[src/rtl/pipe_ctrl_unit_if.sv]
// Control-unit bus: ID-stage inputs, hazard/redirect outputs and the
// per-stage control bundles. The pipeline (master) drives the ID fields,
// and the control unit (slave) returns stall/jump and the EX/MEM/WB bundles.
interface pipe_ctrl_unit_if #(
    parameter int REG_AW = 5
);
    logic [5:0]        opcode;
    logic [REG_AW-1:0] id_rs;
    logic [REG_AW-1:0] id_rt;
    logic [REG_AW-1:0] id_rd;
    logic              ext_stall;

    logic              stall;
    logic              jump;
    logic              flush_ifid;
    logic              illegal;

    logic              ex_ALUSrc;
    logic [1:0]        ex_ALUOp;
    logic [REG_AW-1:0] ex_dst;

    logic              mem_MemRead;
    logic              mem_MemWrite;
    logic              mem_RegWrite;
    logic [REG_AW-1:0] mem_dst;

    logic              wb_RegWrite;
    logic              wb_MemtoReg;
    logic [REG_AW-1:0] wb_dst;

    modport master (
        output opcode, id_rs, id_rt, id_rd, ext_stall,
        input  stall, jump, flush_ifid, illegal,
        input  ex_ALUSrc, ex_ALUOp, ex_dst,
        input  mem_MemRead, mem_MemWrite, mem_RegWrite, mem_dst,
        input  wb_RegWrite, wb_MemtoReg, wb_dst
    );

    modport slave (
        input  opcode, id_rs, id_rt, id_rd, ext_stall,
        output stall, jump, flush_ifid, illegal,
        output ex_ALUSrc, ex_ALUOp, ex_dst,
        output mem_MemRead, mem_MemWrite, mem_RegWrite, mem_dst,
        output wb_RegWrite, wb_MemtoReg, wb_dst
    );
endinterface

[src/rtl/pipe_ctrl_unit.sv]
// pipe_ctrl_unit: decodes the ID-stage opcode into a control bundle, carries
// it through EX/MEM/WB, inserts load-use bubbles, raises jump/flush and
// freezes everything while the memory system asks for a wait.
module pipe_ctrl_unit #(
    parameter int REG_AW     = 5,
    parameter int LU_STALL   = 1,
    parameter int JUMP_FLUSH = 1
) (
    input  logic            clk,
    input  logic            reset,
    pipe_ctrl_unit_if.slave bus
);
    localparam logic [5:0] OP_RTYPE = 6'b000000;
    localparam logic [5:0] OP_J     = 6'b000010;
    localparam logic [5:0] OP_ANDI  = 6'b001100;
    localparam logic [5:0] OP_LW    = 6'b100011;
    localparam logic [5:0] OP_SW    = 6'b101011;
    localparam logic [5:0] OP_NOP   = 6'b111100;

    // Counter reload: the hazard cycle itself is the first bubble.
    localparam logic [1:0] LU_RELOAD = 2'(LU_STALL - 1);

    typedef struct packed {
        logic              mem_read;
        logic              mem_write;
        logic              reg_write;
        logic              mem_to_reg;
        logic              alu_src;
        logic [1:0]        alu_op;
        logic [REG_AW-1:0] dst;
    } ctrl_t;

    ctrl_t             dec_c;
    logic              dec_illegal;
    ctrl_t             ex_q;
    ctrl_t             ex_d;
    logic              mem_read_q;
    logic              mem_write_q;
    logic              mem_reg_write_q;
    logic              mem_to_reg_q;
    logic [REG_AW-1:0] mem_dst_q;
    logic              wb_reg_write_q;
    logic              wb_to_reg_q;
    logic [REG_AW-1:0] wb_dst_q;
    logic [1:0]        cnt_q;
    logic [1:0]        cnt_d;
    logic              uses_rt;
    logic              hazard;
    logic              bubble;
    logic              accept;

    // Opcode decode; unknown opcodes collapse to a NOP bundle and flag illegal.
    always_comb begin
        dec_c       = '0;
        dec_illegal = 1'b0;
        case (bus.opcode)
            OP_LW: begin
                dec_c.mem_read   = 1'b1;
                dec_c.alu_src    = 1'b1;
                dec_c.mem_to_reg = 1'b1;
                dec_c.reg_write  = 1'b1;
                dec_c.dst        = bus.id_rt;
            end
            OP_SW: begin
                dec_c.mem_write = 1'b1;
                dec_c.alu_src   = 1'b1;
            end
            OP_RTYPE: begin
                dec_c.alu_op    = 2'b10;
                dec_c.reg_write = 1'b1;
                dec_c.dst       = bus.id_rd;
            end
            OP_ANDI: begin
                dec_c.alu_src   = 1'b1;
                dec_c.alu_op    = 2'b11;
                dec_c.reg_write = 1'b1;
                dec_c.dst       = bus.id_rt;
            end
            OP_J, OP_NOP: ;
            default: dec_illegal = 1'b1;
        endcase
        // Register 0 is hard-wired, so a write to it is dropped at decode.
        if (dec_c.dst == '0) begin
            dec_c.reg_write = 1'b0;
        end
    end

    // Load-use detection and stall-counter next state.
    always_comb begin
        uses_rt = (bus.opcode == OP_RTYPE) || (bus.opcode == OP_SW);
        hazard  = ex_q.mem_read && (ex_q.dst != '0) &&
                  ((ex_q.dst == bus.id_rs) || (uses_rt && (ex_q.dst == bus.id_rt)));
        bubble  = hazard || (cnt_q != 2'd0);
        accept  = !reset && !bus.ext_stall && !bubble;
        ex_d    = bubble ? ctrl_t'('0) : dec_c;
        cnt_d   = 2'd0;
        if (cnt_q != 2'd0) begin
            cnt_d = cnt_q - 2'd1;
        end else if (hazard) begin
            cnt_d = LU_RELOAD;
        end
    end

    // Stage registers: advance one stage per clock unless frozen.
    always_ff @(posedge clk) begin
        if (reset) begin
            ex_q            <= '0;
            mem_read_q      <= 1'b0;
            mem_write_q     <= 1'b0;
            mem_reg_write_q <= 1'b0;
            mem_to_reg_q    <= 1'b0;
            mem_dst_q       <= '0;
            wb_reg_write_q  <= 1'b0;
            wb_to_reg_q     <= 1'b0;
            wb_dst_q        <= '0;
            cnt_q           <= 2'd0;
        end else if (!bus.ext_stall) begin
            ex_q            <= ex_d;
            mem_read_q      <= ex_q.mem_read;
            mem_write_q     <= ex_q.mem_write;
            mem_reg_write_q <= ex_q.reg_write;
            mem_to_reg_q    <= ex_q.mem_to_reg;
            mem_dst_q       <= ex_q.dst;
            wb_reg_write_q  <= mem_reg_write_q;
            wb_to_reg_q     <= mem_to_reg_q;
            wb_dst_q        <= mem_dst_q;
            cnt_q           <= cnt_d;
        end
    end

    assign bus.stall        = !reset && (bus.ext_stall || bubble);
    assign bus.jump         = accept && (bus.opcode == OP_J);
    assign bus.flush_ifid   = (JUMP_FLUSH != 0) && bus.jump;
    assign bus.illegal      = accept && dec_illegal;

    assign bus.ex_ALUSrc    = ex_q.alu_src;
    assign bus.ex_ALUOp     = ex_q.alu_op;
    assign bus.ex_dst       = ex_q.dst;
    assign bus.mem_MemRead  = mem_read_q;
    assign bus.mem_MemWrite = mem_write_q;
    assign bus.mem_RegWrite = mem_reg_write_q;
    assign bus.mem_dst      = mem_dst_q;
    assign bus.wb_RegWrite  = wb_reg_write_q;
    assign bus.wb_MemtoReg  = wb_to_reg_q;
    assign bus.wb_dst       = wb_dst_q;
endmodule

[src/flat_wrapper.sv]
// flat-port wrapper written by rule: the top's interface ports become plain ports
module pipe_ctrl_unit_flat 
#(
    parameter int REG_AW     = 5,
    parameter int LU_STALL   = 1,
    parameter int JUMP_FLUSH = 1
)
  (clk, reset, bus_opcode, bus_id_rs, bus_id_rt, bus_id_rd, bus_ext_stall, bus_stall, bus_jump, bus_flush_ifid, bus_illegal, bus_ex_ALUSrc, bus_ex_ALUOp, bus_ex_dst, bus_mem_MemRead, bus_mem_MemWrite, bus_mem_RegWrite, bus_mem_dst, bus_wb_RegWrite, bus_wb_MemtoReg, bus_wb_dst);
  pipe_ctrl_unit_if #(.REG_AW(REG_AW)) bus_i ();
  input  logic clk;
  input  logic reset;
  input wire logic [$bits(bus_i.opcode)-1:0] bus_opcode;
  input wire logic [$bits(bus_i.id_rs)-1:0] bus_id_rs;
  input wire logic [$bits(bus_i.id_rt)-1:0] bus_id_rt;
  input wire logic [$bits(bus_i.id_rd)-1:0] bus_id_rd;
  input wire logic [$bits(bus_i.ext_stall)-1:0] bus_ext_stall;
  output wire logic [$bits(bus_i.stall)-1:0] bus_stall;
  output wire logic [$bits(bus_i.jump)-1:0] bus_jump;
  output wire logic [$bits(bus_i.flush_ifid)-1:0] bus_flush_ifid;
  output wire logic [$bits(bus_i.illegal)-1:0] bus_illegal;
  output wire logic [$bits(bus_i.ex_ALUSrc)-1:0] bus_ex_ALUSrc;
  output wire logic [$bits(bus_i.ex_ALUOp)-1:0] bus_ex_ALUOp;
  output wire logic [$bits(bus_i.ex_dst)-1:0] bus_ex_dst;
  output wire logic [$bits(bus_i.mem_MemRead)-1:0] bus_mem_MemRead;
  output wire logic [$bits(bus_i.mem_MemWrite)-1:0] bus_mem_MemWrite;
  output wire logic [$bits(bus_i.mem_RegWrite)-1:0] bus_mem_RegWrite;
  output wire logic [$bits(bus_i.mem_dst)-1:0] bus_mem_dst;
  output wire logic [$bits(bus_i.wb_RegWrite)-1:0] bus_wb_RegWrite;
  output wire logic [$bits(bus_i.wb_MemtoReg)-1:0] bus_wb_MemtoReg;
  output wire logic [$bits(bus_i.wb_dst)-1:0] bus_wb_dst;
  assign bus_i.opcode = bus_opcode;
  assign bus_i.id_rs = bus_id_rs;
  assign bus_i.id_rt = bus_id_rt;
  assign bus_i.id_rd = bus_id_rd;
  assign bus_i.ext_stall = bus_ext_stall;
  assign bus_stall = bus_i.stall;
  assign bus_jump = bus_i.jump;
  assign bus_flush_ifid = bus_i.flush_ifid;
  assign bus_illegal = bus_i.illegal;
  assign bus_ex_ALUSrc = bus_i.ex_ALUSrc;
  assign bus_ex_ALUOp = bus_i.ex_ALUOp;
  assign bus_ex_dst = bus_i.ex_dst;
  assign bus_mem_MemRead = bus_i.mem_MemRead;
  assign bus_mem_MemWrite = bus_i.mem_MemWrite;
  assign bus_mem_RegWrite = bus_i.mem_RegWrite;
  assign bus_mem_dst = bus_i.mem_dst;
  assign bus_wb_RegWrite = bus_i.wb_RegWrite;
  assign bus_wb_MemtoReg = bus_i.wb_MemtoReg;
  assign bus_wb_dst = bus_i.wb_dst;
  pipe_ctrl_unit #(.REG_AW(REG_AW), .LU_STALL(LU_STALL), .JUMP_FLUSH(JUMP_FLUSH)) u_core (.clk(clk), .reset(reset), .bus(bus_i));
endmodule
[config.mk]
export PLATFORM = sky130hd
export DESIGN_NAME = pipe_ctrl_unit_flat
export DESIGN_NICKNAME = d
export VERILOG_FILES = /design/src/rtl/pipe_ctrl_unit_if.sv /design/src/rtl/pipe_ctrl_unit.sv /design/src/flat_wrapper.sv
export SDC_FILE = /design/constraint.sdc
export NUM_CORES = 1
export LEC_CHECK = 0
export CAP_MARGIN = 10
export CORE_MARGIN = 1.5
export CORE_UTILIZATION = 47
export DETAILED_ROUTE_END_ITERATION = 8
export GPL_TIMING_DRIVEN = 0
export MAX_ROUTING_LAYER = met4
export PLACE_DENSITY_LB_ADDON = 0.25
export SKIP_CTS_REPAIR_TIMING = 1
export SYNTH_ARGS = -nofsm -noshare
export SYNTH_HDL_FRONTEND = slang
export SYNTH_SLANG_ARGS = --single-unit
[constraint.sdc]
create_clock -name clk -period 4.05 [get_ports clk]
set_input_delay 0.81 -clock clk [delete_from_list [all_inputs] [get_ports clk]]
set_output_delay 0.81 -clock clk [all_outputs]
set_load 0.01 [all_outputs]
==> results.toml, run 1 <==
[status]
outcome = "finished clean"

[global_routing]
gr-usage-all-layers = 0.229
grt_max_degree = 17
antenna_found_initial = 0
grt_pass1_wl_mm = 5.75
grt_pass1_vias = 1323
grt-ovfl-total = 0

[worst_hold_path]
hold_class = "flip-flop to flip-flop"

[power_and_ir_drop]
p_sw_w = 0.000115
power_leakage_nw = 0.792
vdd_drop_max_uv = 227
swShare = 0.217
powerDensity_mw_per_mm2 = 261
intPower_w = 0.000414
pwr-share-clk = 0.342
seqPwrFrac = 0.526
comb_power_share = 0.132

[yosys]
synth_edf_count = 0
yosysMostFrequentCell = "dfxtp_1"
yosys_warnings = 0
syn_nets = 185
ys_types = 31
yosys-top-cells-count = "dfxtp_1, nor2_1, nand2_1"
synth-async-reset-ratio = 0
synth_area_leader_cell = "dfxtp_1"
synth.area.top_cells = "dfxtp_1, mux2i_1, nor2_1"
synth.top_cell.area_share = 0.400
avgSynthCellArea_um2 = 8.70
synthFlopType = "dfxtp_1"
synth_cells = 161
ys_ff_latch = 28
synth_seq_area_share = 0.400
netlist_area_mm2 = 0.00140

[cts]
clk_latency_ns = 0.33
root_buffer = "clkbuf_4"
numCtsBuffers = 3
htreeDepth = 1
cts.sinks = 28
cts_tree = "done"
max-clock-path-buffers = 2
clk_pin_slew_ns = 0.14

[final_layout]
fin_util = 0.728
final_cell_area_mm2 = 0.00203
stdcell_count = 249
area_delta_synth_final_pct = 44.6
nNetsFinal = 243
antennaDiodeCount = 0
drive_gt1_frac = 0.101

[sta]
slew_violations = 0
period_needed_ns = 3.98
hold_violations = 0
fin_crit_sh = 0.983
fin_tns_setup_ns = 0
setup_violations = 0
worst_slew_pin_slew_ns = 0.655
relSlewSlack = 0.558
fmax_ghz = 0.251
fin_ws_ns = 0.0677
skew_ns = 0.0145

[setup_path]
startpoint_type = "input port"
cp_max_fo = 10
worstSetupPathType = "input port to primary output"
critPathCaptureType = "primary output"
cp_data_arrival_time_ns = 3.17
cp.required_ns = 3.24

[route]
drt_wl_total_mm = 3.55
viasPerCell = 5.55
drt-pass1-iter-count = 4
num_vias = 1381
initialDrtViolationCount = 19
drc = 0
ant_nets = 0
wl_per_cell_um = 14.3

[die]
design.core.area_mm2 = 0.00278
dieArea_mm2 = 0.00332
start_util = 0.504
rows = 19
die_y_um = 57.6
dieWidth_um = 57.6
io_pins = 51

[placed_design]
place_inst = 242
place_area_mm2 = 0.00194
pre_cts_slack_ns = -0.0183
globalplace.congestion = 0.823
hpwlAfterDp_mm = 2.75
port_buffers = 50

[job]
maxCapViolations = 0
## path summary, 6_finish.rpt
kind / from / to / slack (ns) / cells past startpoint
hold reg to reg: u_core.bus.ex_ALUOp[0]$_SDFFE_PP0N_ / u_core.bus.ex_ALUOp[0]$_SDFFE_PP0N_ / 0.47 / 2
setup / recovery: bus_opcode[5] / bus_jump / 0.07 / 9
hold / removal: u_core.bus.ex_ALUOp[0]$_SDFFE_PP0N_ / u_core.bus.ex_ALUOp[0]$_SDFFE_PP0N_ / 0.47 / 2
setup reg to reg: u_core.bus.ex_dst[4]$_SDFFE_PP0N_ / u_core.bus.ex_ALUSrc$_SDFFE_PP0N_ / 2.24 / 6
## through the flow
stage          hold slack [ns]  power, W
2_1_floorplan            0.424  0.000313
3_3_place_gp             0.435  0.000350
3_5_place_dp             0.449  0.000353
4_1_cts                  0.473  0.000531
5_1_grt                  0.499  0.000550
6_report                 0.470  0.000529
## layer usage
metal	global-route usage	wire [µm]	up-vias	part of all wire
li1	-	-	683	-
met1	0.255	1480	643	0.42
met2	0.417	1860	51	0.52
met3	0.0204	145	4	0.041
met4	0.0897	58	0	0.016
met5	-	0	-	0
## power groups by stage
stage                     Combinational [W]  Clock, W  Sequential [W]
after floorplan                   0.0000286         0        0.000284
after global placement            0.0000662         0        0.000284
after detailed placement          0.0000691         0        0.000284
after CTS                         0.0000695  0.000184        0.000278
after global routing              0.0000751  0.000196        0.000279
final                             0.0000699  0.000181        0.000278
## flip-flops by register name, indices dropped and copies added, names as in the netlist
register                 count
u_core.bus.ex_ALUOp          2
u_core.bus.ex_ALUSrc         1
u_core.bus.ex_dst            5
u_core.bus.mem_MemWrite      1
u_core.bus.mem_RegWrite      1
u_core.bus.mem_dst           5
u_core.bus.wb_MemtoReg       1
u_core.bus.wb_RegWrite       1
u_core.bus.wb_dst            5
u_core.cnt_q                 2
u_core.ex_q                  3
u_core.mem_to_reg_q          1
## layout make-up
class	count	area [µm²]
sequential	28	561
buffer	16	100
inverter	2	7.51
clock inverter	1	30.0
multi-input combinational	115	741
tap	31	38.8
fill	236	756
clock buffer	3	22.5
timing repair buffer	53	526
## worst max-delay path, stage by stage
cell and delay, ns:
clkdlybuf4s50_1 0.48, or4_1 0.53, o21ai_0 0.08, nand4_1 0.17
a21oi_4 0.24, buf_6 0.17, nor3_1 0.07, buf_4 0.15
clkdlybuf4s50_1 0.46
## cell usage in the layout (no fill, tap or decap), types with 2 or more instances in the layout
cell,instances
nor2_1,23
nor2b_1,3
or4_1,3
xor2_1,7
nor3_1,6
o21ai_0,2
a22oi_1,6
o31ai_1,10
nand2_1,18
buf_2,2
mux2i_1,15
nor4_1,5
dfxtp_1,28
clkbuf_1,4
clkbuf_4,3
inv_1,2
nand3_1,3
buf_4,11
clkdlybuf4s50_1,49
xnor2_1,3
## cells by family after synthesis
kind of cell,synth area share
and+or+nand+nor,0.214
DFF,0.400
AOI/OAI and AO/OA,0.139
buffers and inverters,0.0768
muxes,0.107
xor gates and xnor gates,0.0625
Note: power is estimated with default switching activity, not from simulation.
==> run 2, diff against run 1 <==
--- a/config.mk
+++ b/config.mk
@@ -6,7 +6,7 @@
 export NUM_CORES = 1
 export LEC_CHECK = 0
 export CAP_MARGIN = 10
-export CORE_MARGIN = 1.5
+export CORE_MARGIN = 4
 export CORE_UTILIZATION = 47
 export DETAILED_ROUTE_END_ITERATION = 8
 export GPL_TIMING_DRIVEN = 0
==> results.toml, run 2 (synthesis results as in run 1) <==
[status]
outcome = "finished clean"

[sta]
fin_ws_ns = 0.106
hold_violations = 0
period_needed_ns = 3.94
skew_ns = 0.00785
relSlewSlack = 0.638
worst_slew_pin_slew_ns = 0.537
slew_violations = 0
rsz0062_at_grt = "no"
fmax_ghz = 0.254
setup_violations = 0
fin_tns_setup_ns = 0
fin_crit_sh = 0.974

[die]
die_y_um = 62.6
dieArea_mm2 = 0.00392
design.core.area_mm2 = 0.00281
io_pins = 51
dieWidth_um = 62.6
rows = 19
start_util = 0.500

[setup_path]
worstSetupPathType = "input port to primary output"
startpoint_type = "input port"
r2r_end = "u_core.bus.ex_ALUSrc$_SDFFE_PP0N_"
critPathCaptureType = "primary output"
r2r_cells = 6
cp_max_fo = 10
crit_path_start = "bus_id_rt[4]"
path_cells = "clkdlybuf4s50_1 -> xor2_1 -> nor4_1 -> nand4_1 -> a21oi_4 -> buf_6 -> nor3_1 -> buf_4 -> clkdlybuf4s50_1"
r2r_slack_ns = 2.25
cp_data_arrival_time_ns = 3.13
cp.required_ns = 3.24
critPathSlowestCell = "clkdlybuf4s50_1"
reg2reg_from = "u_core.bus.ex_dst[4]$_SDFFE_PP0N_"
crit_top_cell = "clkdlybuf4s50_1"
cp_slowest_stage_delay_ns = 0.46
cp-endpoint = "bus_jump"

[final_layout]
area_delta_synth_final_pct = 45.1
mostFrequentLayoutCells = "clkdlybuf4s50_1, dfxtp_1, nor2_1"
drive_gt1_frac = 0.101
nNetsFinal = 243
antennaDiodeCount = 0
fillers = 234
final_common_cell = "clkdlybuf4s50_1"
final_cell_area_mm2 = 0.00203

[power_and_ir_drop]
powerDensity_mw_per_mm2 = 259
power_leakage_nw = 0.820
vdd_drop_max_uv = 175

[route]
drt_wl_total_mm = 3.42
initialDrtViolationCount = 49
viasPerCell = 5.40
wl_per_cell_um = 13.7
drt-pass1-iter-count = 4
num_vias = 1345
ant_nets = 0
drc = 0

[placed_design]
hpwlAfterDp_mm = 2.70
port_buffers = 50
place_area_mm2 = 0.00194
pre_cts_slack_ns = -0.0764
globalplace.congestion = 0.944

[cts]
clk_latency_ns = 0.33
clk_pin_slew_ns = 0.14
htreeDepth = 1
cts_tree = "done"
cts.sinks = 28
root_buffer = "clkbuf_4"
numCtsBuffers = 3
max-clock-path-buffers = 2

[global_routing]
grt_pass1_vias = 1311
grt_pass1_wl_mm = 5.82
grt-ovfl-total = 0
grt_max_degree = 17
gr-usage-all-layers = 0.186
antenna_found_initial = 0

[job]
maxCapViolations = 0

[worst_hold_path]
hold_class = "flip-flop to flip-flop"
## run 2: cell types whose count changed in the layout (fill, tap and decap cells not counted), sizes merged
cell | previous run | this run
dlymetal6s2s | 1 | 4
clkdlybuf4s50 | 49 | 46
## run 2: worst min-delay path by stage
| stage | start | to | slack [ns] | cells past startpoint |
|---|---|---|---|---|
| 3_5_place_dp | u_core.bus.ex_ALUOp[0]$_SDFFE_PP0N_ | u_core.bus.ex_ALUOp[0]$_SDFFE_PP0N_ | 0.45 | 2 |
| 6_report | u_core.bus.ex_ALUOp[0]$_SDFFE_PP0N_ | u_core.bus.ex_ALUOp[0]$_SDFFE_PP0N_ | 0.47 | 2 |
| 2_1_floorplan | u_core.ex_q[10]$_SDFFE_PP0N_ | u_core.ex_q[10]$_SDFFE_PP0N_ | 0.42 | 2 |
| 4_1_cts | u_core.bus.ex_ALUOp[0]$_SDFFE_PP0N_ | u_core.bus.ex_ALUOp[0]$_SDFFE_PP0N_ | 0.48 | 2 |
| 3_3_place_gp | u_core.bus.ex_ALUSrc$_SDFFE_PP0N_ | u_core.bus.ex_ALUSrc$_SDFFE_PP0N_ | 0.44 | 2 |
| 5_1_grt | u_core.bus.ex_ALUOp[0]$_SDFFE_PP0N_ | u_core.bus.ex_ALUOp[0]$_SDFFE_PP0N_ | 0.50 | 2 |
## run 2: routing by layer
layer / routed length, µm / vias up / global-route usage
met4: 53 / 0 / 0.0826
li1: - / 680 / -
met5: 0 / - / -
met1: 1500 / 623 / 0.214
met3: 130 / 4 / 0.0234
met2: 1740 / 38 / 0.322
## run 2: critical path: cells and delay by family
kind                   cells  cell delay (ns)
AO/OA/AOI/OAI              1             0.27
XOR/XNOR                   1             0.16
buffers and inverters      4             1.24
AND/OR/NAND/NOR            3             0.63
## run 2: where the power goes
part / leakage, nW / switching [W] / internal, W
clock: 0.0279 / 0.0000809 / 0.000100
sequential: 0.226 / 0.00000132 / 0.000277
combinational: 0.566 / 0.0000320 / 0.0000364
total: 0.820 / 0.000114 / 0.000413
## run 2: layout make-up
class / instances / area, µm² / area share
flip-flops and latches: 28 / 561 / 0.276
clock buffers: 3 / 22.5 / 0.0111
plain buffers: 16 / 100 / 0.0492
repair buffers: 53 / 533 / 0.262
multi-input cells: 115 / 741 / 0.364
inverters: 2 / 7.51 / 0.00369
clock inverters: 1 / 30.0 / 0.0148
well taps: 31 / 38.8 / 0.0191
## run 2: through the flow
step,util,total power (W),instances,hold slack (ns)
after floorplan,-,0.000313,161,0.424
after global placement,0.692,0.000350,242,0.437
after detailed placement,0.692,0.000352,242,0.449
after CTS,0.711,0.000534,246,0.476
after global routing,0.725,0.000552,249,0.505
final,0.725,0.000528,249,0.474
==> run 3, diff against run 2 <==
--- a/config.mk
+++ b/config.mk
@@ -5,7 +5,6 @@
 export SDC_FILE = /design/constraint.sdc
 export NUM_CORES = 1
 export LEC_CHECK = 0
-export CAP_MARGIN = 10
 export CORE_MARGIN = 4
 export CORE_UTILIZATION = 47
 export DETAILED_ROUTE_END_ITERATION = 8
==> results of run 3 <==
Same layout as run 2: the final DEF is identical, and so are final timing and power.
